--- config.mk ---
export PLATFORM = sky130hd
export DESIGN_NAME = bcd_play_timer
export DESIGN_NICKNAME = d
export VERILOG_FILES = /design/src/rtl/bcd_timer_pkg.sv /design/src/rtl/bcd_digit_counter.sv /design/src/rtl/bcd_play_timer.sv
export SDC_FILE = /design/constraint.sdc
export NUM_CORES = 1
export LEC_CHECK = 0
export BUFFER_PORTS_ARGS = -buffer_cell sky130_fd_sc_hd__buf_2
export CORE_ASPECT_RATIO = 1.2
export CORE_MARGIN = 2
export CORE_UTILIZATION = 55
export DETAILED_ROUTE_END_ITERATION = 8
export HOLD_SLACK_MARGIN = 0.06
export PLACE_DENSITY_LB_ADDON = 0.3
export REMOVE_ABC_BUFFERS = 1
export SYNTH_ARGS = -nofsm -noshare
export SYNTH_HDL_FRONTEND = slang
export SYNTH_SLANG_ARGS = --single-unit
--- constraint.sdc ---
create_clock -name clk -period 6.5 [get_ports clk]
set_input_delay 0.325 -clock clk [delete_from_list [all_inputs] [get_ports clk]]
set_output_delay 0.325 -clock clk [all_outputs]
set_load 0.03 [all_outputs]
--- src/rtl/bcd_timer_pkg.sv ---
// Shared constants and helpers for the BCD play timer and its digit counters.
package bcd_timer_pkg;

    localparam logic [3:0] DIGIT_MAX    = 4'd9;
    localparam logic [3:0] SEC_TENS_MAX = 4'd5;

    // Limit a preload digit to the digit's legal range.
    function automatic logic [3:0] bcd_clamp(input logic [3:0] value,
                                             input logic [3:0] max_val);
        return (value > max_val) ? max_val : value;
    endfunction

    // Prescaler width; never below one bit so CLK_DIV=1 still has a register.
    function automatic int unsigned prescaler_width(input int unsigned clk_div);
        int unsigned w;
        w = int'($clog2(clk_div));
        return (w < 1) ? 1 : w;
    endfunction

endpackage

--- src/rtl/bcd_digit_counter.sv ---
// One BCD digit with up/down stepping, clamped preload and chain outputs.
module bcd_digit_counter
    import bcd_timer_pkg::*;
#(
    parameter logic [3:0] MAX = DIGIT_MAX
) (
    input  logic       clk,
    input  logic       reset,
    input  logic       en,
    input  logic       down,
    input  logic       load,
    input  logic [3:0] load_val,
    output logic [3:0] q,
    output logic       carry_out,
    output logic       borrow_out
);

    // Digit register: reset, then preload, then step.
    always_ff @(posedge clk) begin
        if (reset) begin
            q <= 4'd0;
        end else if (load) begin
            q <= bcd_clamp(load_val, MAX);
        end else if (en) begin
            if (down) begin
                q <= (q == 4'd0) ? MAX : q - 4'd1;
            end else begin
                q <= (q == MAX) ? 4'd0 : q + 4'd1;
            end
        end
    end

    // Ripple into the next digit when this one rolls over in either direction.
    assign carry_out  = en & ~down & (q == MAX);
    assign borrow_out = en &  down & (q == 4'd0);

endmodule

--- src/rtl/bcd_play_timer.sv ---
// mm:ss BCD elapsed/remaining timer with prescaler, preload and wrap/saturate.
module bcd_play_timer
    import bcd_timer_pkg::*;
#(
    parameter int unsigned CLK_DIV    = 100,
    parameter int unsigned MIN_DIGITS = 2,
    parameter bit          WRAP       = 1'b0
) (
    input  logic                    clk,
    input  logic                    reset,
    input  logic                    count,
    input  logic                    mode_down,
    input  logic                    load,
    input  logic [3:0]              load_seconds0,
    input  logic [3:0]              load_seconds1,
    input  logic [4*MIN_DIGITS-1:0] load_minutes,
    output logic [3:0]              seconds0,
    output logic [3:0]              seconds1,
    output logic [4*MIN_DIGITS-1:0] minutes,
    output logic                    tick,
    output logic                    done,
    output logic                    wrap
);

    localparam int unsigned PW         = prescaler_width(CLK_DIV);
    localparam int unsigned NUM_DIGITS = 2 + MIN_DIGITS;
    localparam logic [PW-1:0] PRESC_LAST = PW'(CLK_DIV - 1);

    logic [PW-1:0]         prescaler;
    logic                  last_c;
    logic                  tick_event_c;
    logic                  terminal_c;
    logic                  is_max_c;
    logic                  is_zero_c;
    logic [NUM_DIGITS:0]   en_chain;
    logic [NUM_DIGITS-1:0] at_max;
    logic [NUM_DIGITS-1:0] at_zero;
    logic [NUM_DIGITS-1:0] carry;
    logic [NUM_DIGITS-1:0] borrow;
    logic [3:0]            digit_q [NUM_DIGITS];

    // A second elapses on this edge unless load or reset takes precedence.
    assign last_c       = (prescaler == PRESC_LAST);
    assign tick_event_c = count & last_c & ~load & ~reset;

    // Terminal value: 0:00 counting down, or max when saturating up.
    assign is_max_c   = &at_max;
    assign is_zero_c  = &at_zero;
    assign terminal_c = mode_down ? is_zero_c : ((WRAP == 1'b0) & is_max_c);
    assign done       = terminal_c;

    // Digits only step on a tick while the value is not terminal.
    assign en_chain[0] = tick_event_c & ~terminal_c;

    // Prescaler and registered tick/wrap pulses.
    always_ff @(posedge clk) begin
        if (reset) begin
            prescaler <= '0;
            tick      <= 1'b0;
            wrap      <= 1'b0;
        end else if (load) begin
            prescaler <= '0;
            tick      <= 1'b0;
            wrap      <= 1'b0;
        end else begin
            tick <= tick_event_c;
            // A carry out of the top digit only happens on an up-mode rollover.
            wrap <= en_chain[NUM_DIGITS] & ~mode_down;
            if (count) begin
                prescaler <= last_c ? '0 : prescaler + PW'(1);
            end
        end
    end

    // Digit chain: seconds units, seconds tens, then minute digits upward.
    for (genvar i = 0; i < NUM_DIGITS; i++) begin : g_digit
        localparam logic [3:0] DMAX = (i == 1) ? SEC_TENS_MAX : DIGIT_MAX;

        logic [3:0] load_val;

        if (i == 0) begin : g_sec0
            assign load_val = load_seconds0;
        end else if (i == 1) begin : g_sec1
            assign load_val = load_seconds1;
        end else begin : g_min
            assign load_val = load_minutes[4*(i-2) +: 4];
            assign minutes[4*(i-2) +: 4] = digit_q[i];
        end

        bcd_digit_counter #(
            .MAX (DMAX)
        ) u_digit (
            .clk        (clk),
            .reset      (reset),
            .en         (en_chain[i]),
            .down       (mode_down),
            .load       (load),
            .load_val   (load_val),
            .q          (digit_q[i]),
            .carry_out  (carry[i]),
            .borrow_out (borrow[i])
        );

        assign at_max[i]     = (digit_q[i] == DMAX);
        assign at_zero[i]    = (digit_q[i] == 4'd0);
        assign en_chain[i+1] = carry[i] | borrow[i];
    end

    assign seconds0 = digit_q[0];
    assign seconds1 = digit_q[1];

endmodule

---- Word level (Yosys, flattened, before mapping) ----
Index checks and enable logic that the tools add are counted.
storage, ports and cells
  register bits ........................... 25
  input bits .............................. 21
  logic and storage cells ................. 91
  output and inout port bits .............. 19
operators by class
  reduce and logical (&&, ||, !) cells .... 11
  multiplexer cells ....................... 26
  magnitude comparators ................... 4
  bitwise gates (word level) .............. 29
  eq/ne operators ......................... 5
  add/sub/neg operators ................... 9
operators by type and width
  kind                   count
  $mux W4                24
  $and A1 B1 Y1          21
  $add A4 B1 Y4 const B  4
  $logic_not A4 Y1       4
  $sub A4 B1 Y4 const B  4
  $eq A4 B4 Y1 const B   3
  $gt A4 B4 Y1 const B   3
  $reduce_and A4 Y1      2
  $reduce_bool A2 Y1     4
  $add A7 B1 Y7 const B  1
  $eq A7 B7 Y1 const B   1
  $mux W7                1
  $eq A4 B3 Y1 const B   1
  $gt A4 B3 Y1 const B   1
  $not A1 Y1             4
  $or A1 B1 Y1           4
  $reduce_or A2 Y1       1
  $mux W1                1

---- Logic depth before layout (Yosys ltp) ----
  word-level depth ........................ 18
  gate-level depth with buffers ........... 8

---- Cells and area by module ----
Synthesis repeated with hierarchy kept, for this count alone.
unflattened totals
  cells, all modules ...................... 240
  area, all modules ....................... 1956.9 µm²
by module, submodules not included
  module                                       seq. area each (µm²)  cells an instance  area an instance (µm²)  times used
  bcd_digit_counter at g_digit[0].u_digit ...  80.1                  46                 377.9                   3
  bcd_play_timer                               180.2                 58                 493.0                   1
  bcd_digit_counter at g_digit[1].u_digit      80.1                  44                 330.3                   1

---- Worst setup path after synthesis ----
Ideal clock, no wire load.
  kind .................................... register to register
  from .................................... reg g_digit[1].u_digit.q[0]
  to ...................................... reg g_digit[3].u_digit.q[2]
  slack ................................... 4.280 ns
  library setup time ...................... 0.120 ns
  clock period less this slack ............ 2.220 ns
  stages on the path, launching flop included .. 9
  arrival time ............................ 2.101 ns
  path through ............................ dfxtp_1 clkbuf_1 and3b_1 clkbuf_1 nand4_1 o32ai_2 buf_2 nor4_1 a211o_1
on the way
  cells in the longest elaborated chain, start to end .. 15
ends and longest elaborated chain
  what                                              line                                              text
  from (decl)                                       bcd_digit_counter.sv:13                           output logic [3:0] q,
  from (signal assigned)                            bcd_digit_counter.sv:23                           q <= bcd_clamp(load_val, MAX);
  from (signal assigned)                            bcd_digit_counter.sv:26                           q <= (q == 4'd0) ? MAX : q - 4'd1;
  from (signal assigned)                            bcd_digit_counter.sv:28                           q <= (q == MAX) ? 4'd0 : q + 4'd1;
  $eq A4 B3 Y1 or $logic_not A4 Y1 (tied branches)  --
  $reduce_and A4 Y1 (on tied branches)              bcd_play_timer.sv:47, bcd_play_timer.sv:48
  $mux W1                                           bcd_play_timer.sv:49                              assign terminal_c = mode_down ? is_zero_c : ((WRAP == 1'b0) & is_max_c);
  $not A1 Y1                                        bcd_play_timer.sv:53                              assign en_chain[0] = tick_event_c & ~terminal_c;
  $and A1 B1 Y1                                     bcd_play_timer.sv:53
  $and A1 B1 Y1 (on tied branches) (2 in series)    bcd_digit_counter.sv:34, bcd_digit_counter.sv:35
  $or A1 B1 Y1                                      bcd_play_timer.sv:106                             assign en_chain[i+1] = carry[i] | borrow[i];
  $and A1 B1 Y1 (on tied branches) (2 in series)    bcd_digit_counter.sv:34, bcd_digit_counter.sv:35
  $or A1 B1 Y1 (*)                                  bcd_play_timer.sv:106
  $and A1 B1 Y1 (on tied branches) (2 in series)    bcd_digit_counter.sv:34, bcd_digit_counter.sv:35
  $or A1 B1 Y1 (*)                                  bcd_play_timer.sv:106
  $reduce_bool A2 Y1 (no source line) (*)           --
  to (signal assigned)                              bcd_digit_counter.sv:23
  to (signal assigned)                              bcd_digit_counter.sv:26
  to (signal assigned)                              bcd_digit_counter.sv:28
  to (decl)                                         bcd_digit_counter.sv:13
Every way passes the cells marked *; elsewhere a longest branch is shown, timed or not.
A chain may end at the register's enable or synchronous reset.

---- Final worst setup path ----
  from .................................... reg g_digit[0].u_digit.q[1]
  to ...................................... reg g_digit[2].u_digit.q[1]
on the way
  cells in the longest elaborated chain, start to end .. 12
ends and longest elaborated chain
  what                                              line
  from (decl)                                       bcd_digit_counter.sv:13
  from (signal assigned)                            bcd_digit_counter.sv:23
  from (signal assigned)                            bcd_digit_counter.sv:26
  from (signal assigned)                            bcd_digit_counter.sv:28
  $eq A4 B4 Y1 or $logic_not A4 Y1 (tied branches)  --
  $reduce_and A4 Y1 (on tied branches)              bcd_play_timer.sv:47, bcd_play_timer.sv:48
  $mux W1                                           bcd_play_timer.sv:49
  $not A1 Y1                                        bcd_play_timer.sv:53
  $and A1 B1 Y1                                     bcd_play_timer.sv:53
  $and A1 B1 Y1 (on tied branches) (2 in series)    bcd_digit_counter.sv:34, bcd_digit_counter.sv:35
  $or A1 B1 Y1 (*)                                  bcd_play_timer.sv:106
  $and A1 B1 Y1 (on tied branches) (2 in series)    bcd_digit_counter.sv:34, bcd_digit_counter.sv:35
  $or A1 B1 Y1 (*)                                  bcd_play_timer.sv:106
  $reduce_bool A2 Y1 (no source line) (*)           --
  to (signal assigned)                              bcd_digit_counter.sv:23
  to (signal assigned)                              bcd_digit_counter.sv:26
  to (signal assigned)                              bcd_digit_counter.sv:28
  to (decl)                                         bcd_digit_counter.sv:13
Marked as above.

==> results.py <==
metrics = {
    "outcome": {
        "run_status": "finished clean",
    },
    "detailed_routing": {
        "routed-via-count": 2064,
        "drt-total-wl_um": 5013,
        "wl_per_cell_um": 16.12,
        "drt_iter0_markers": 149,
        "drc_errors": 0,
        "drt_pass1_iterations": 4,
        "ant_nets": 0,
        "routed_via_density": 6.637,
    },
    "clock_tree": {
        "clk_pin_slew_ns": 0.10,
        "h-tree-depth": 1,
        "cts_resized": 0,
        "clkLatencyLatePin_ns": 0.28,
        "cts_tree": "done",
        "cts_inserted_buffers": 3,
        "cts-root-buf": "clkbuf_8",
        "cts_hold_buf": 0,
        "clock_sinks": 25,
        "post-cts-setup-buffers": 0,
        "clock_path_buffers": 2,
    },
    "yosys": {
        "syn_area_per_cell_sq_um": 7.647,
        "synth_cells": 250,
        "synth_ff_type": "dfxtp_1",
        "synth_seq_area_share_pct": 26.18,
        "syn-cell-area_sq_um": 1912,
        "synth-edff-count": 0,
        "yosysWarnings": 0,
        "yosysUniqueCellTypes": 64,
        "synth_seq_cells": 25,
        "async_flop_share_pct": 0,
    },
    "timing": {
        "worst_slack_ns": 3.863,
        "period_share_pct": 40.56,
        "slew_headroom_pct": 28.94,
        "setup_viol": 0,
        "rsz0062_at_grt": "false",
        "worstMarginPinSlew_ns": 1.066,
        "finalHoldViolations": 0,
        "slew_violations": 0,
        "clock.fmax_mhz": 379.3,
        "worst_hold_slack_ns": 0.2889,
        "fin_crit_ns": 2.637,
        "setup-tns-final_ns": 0,
        "fin_skew_ns": 0.009935,
    },
    "die": {
        "die_area_sq_um": 3966,
        "chipHeight_um": 68.59,
        "core-area_sq_um": 3338,
        "die_w_um": 57.82,
        "io_pins": 40,
        "num_rows": 23,
        "start_util_pct": 57.27,
    },
    "finish": {
        "area.sequential_sq_um": 500.5,
        "final_cells": 311,
        "final_nets": 297,
        "insertedDiodeCount": 0,
        "area_growth_pct": 10.99,
        "final_area_sq_um": 2122,
        "multiInputGateArea_sq_um": 1308,
        "fillerInstances": 320,
        "layout-drive-gt1-share_pct": 21.17,
    },
    "global_route": {
        "grt_start_max_net_pins": 23,
        "gr-max-usage-layer": "met2",
        "overflow": 0,
        "use_met3_pct": 1.866,
        "grt_use_met2_pct": 45.17,
        "antenna_found_initial": 0,
        "grt_pass1_vias": 1778,
        "grt_pass1_wl_um": 8273,
        "use_met1_pct": 33.90,
        "track_usage_pct": 26.32,
    },
    "worst_setup_path": {
        "path_class": "reg -> reg",
        "slowest_stage": "o32ai_2",
        "crit_chain": "nor4_1, nand4_1, o32ai_2, nor4_1, a311o_1",
        "cp-start-kind": "register",
        "max_stage_delay_ns": 0.89,
        "r2r_setup_slack_ns": 3.86,
        "timing.critical_path.required_ns": 6.66,
        "rr_worst_depth": 5,
        "critPathMostFrequentCell": "nor4_1",
        "critical_path_peak_fanout": 18,
        "r2r_start": "g_digit[0].u_digit.q[1]",
        "endpoint_kind": "register",
        "reg2reg_to": "g_digit[2].u_digit.q[1]",
        "arrival_ns": 2.80,
    },
    "pwr": {
        "p_leak_uw": 0.0007929,
        "ir_drop_uv": 95.15,
        "power_density_nw_per_um2": 167.8,
    },
    "placement": {
        "place_ws_ns": 3.786,
        "dp_hpwl_um": 3552,
        "gp_congestion": 0.9014,
        "dpl_cell_area_sq_um": 2073,
        "portBuffers": 39,
        "placedCellCount": 307,
    },
    "worst_hold_path": {
        "worstHoldStart": "load_seconds0[1]",
        "holdPathStages": 2,
        "hp-class": "in -> reg",
        "whs_endpoint": "g_digit[0].u_digit.q[1]",
    },
    "job": {
        "drv_cap": 0,
    },
}
## Yosys cell counts (4+ instances only)
cell type | count | area (sq um)
dfxtp_1 | 25 | 500.5
nor2_1 | 25 | 93.84
clkbuf_1 | 17 | 63.81
a21oi_1 | 13 | 65.06
o21ai_0 | 13 | 65.06
nor3_1 | 12 | 60.06
nand2_1 | 11 | 41.29
nand2b_1 | 10 | 62.56
nor2b_1 | 8 | 50.05
nand4_1 | 7 | 43.79
nor3b_1 | 7 | 52.55
nor4_1 | 7 | 43.79
inv_1 | 5 | 18.77
nand3_1 | 5 | 25.02
o211ai_1 | 5 | 37.54
or3_1 | 5 | 31.28
a211oi_1 | 4 | 30.03
a31oi_1 | 4 | 25.02
o21a_1 | 4 | 30.03
## cell type report
type | instances | area share, %
timing repair buffer | 39 | 9.198
sequential | 25 | 23.58
inverter | 6 | 1.120
clock inverter | 1 | 0.3538
tap | 37 | 2.182
clock buffer | 3 | 1.946
multi-input combinational | 200 | 61.62
## metrics by stage
stage,total power [uW],utilization [%]
6_report,356.2,63.57
4_1_cts,355.4,63.57
2_1_floorplan,230.2,-
3_5_place_dp,259.5,62.11
3_3_place_gp,258.3,62.11
5_1_grt,373.3,63.57
## registers in the layout, indices dropped and copies added (netlist names)
signal and flops:
prescaler 7, tick 1, wrap 1, g_digit.u_digit.q 16
## worst max-delay path, delay by kind of cell (launching register included)
family / cells / cell delay, ns
DFF: 1 / 0.43
AOI/OAI and AO/OA: 2 / 1.25
and+or+nand+nor: 3 / 0.82
## cell families after synthesis
kind of cell / Yosys count / share of synthesized area (%)
compound gates: 71 / 26.05
flops: 25 / 26.18
other cells: 1 / 0.1961
xor+xnor: 6 / 2.749
mux: 3 / 1.702
simple gates: 118 / 37.04
fa+ha+maj: 1 / 0.6543
buf+inv: 25 / 5.431
## worst max-delay path by stage
stage	startpoint	end	slack, ns	cells past startpoint
after global placement	mode_down	g_digit[2].u_digit.q[3]	3.92	6
after detailed placement	mode_down	g_digit[2].u_digit.q[1]	3.79	6
final	g_digit[0].u_digit.q[1]	g_digit[2].u_digit.q[1]	3.86	5
after CTS	g_digit[0].u_digit.q[1]	g_digit[2].u_digit.q[1]	3.92	5
after floorplan	g_digit[0].u_digit.q[0]	g_digit[2].u_digit.q[1]	4.26	5
after global routing	g_digit[0].u_digit.q[1]	g_digit[2].u_digit.q[1]	3.63	5
## layout by cell type, fill, tap and decap left out, types with 5 or more instances in the layout
master,synthesis,layout
buf_2,1,39
nor2_1,25,25
dfxtp_1,25,25
o21ai_0,13,13
a21oi_1,13,13
nor3_1,12,12
nand2_1,11,11
nand2b_1,10,10
nor2b_1,8,8
nor4_1,7,7
nand4_1,7,7
nor3b_1,7,7
nand3_1,5,5
inv_1,5,5
or3_1,5,5
o211ai_1,5,5
## layer usage
metal,wire length [um],part of all wire (%)
met5,0,0
met4,105,2.1
met3,339,6.8
met2,2416,48
met1,2152,43
## power breakdown
| part | internal, uW | total (uW) | switching, uW |
|---|---|---|---|
| Combinational | 33.8 | 84.5 | 50.7 |
| Sequential | 159 | 173 | 14.2 |
| Clock | 43.5 | 98.3 | 54.8 |
No activity file was read; power rests on OpenSTA's default activity.
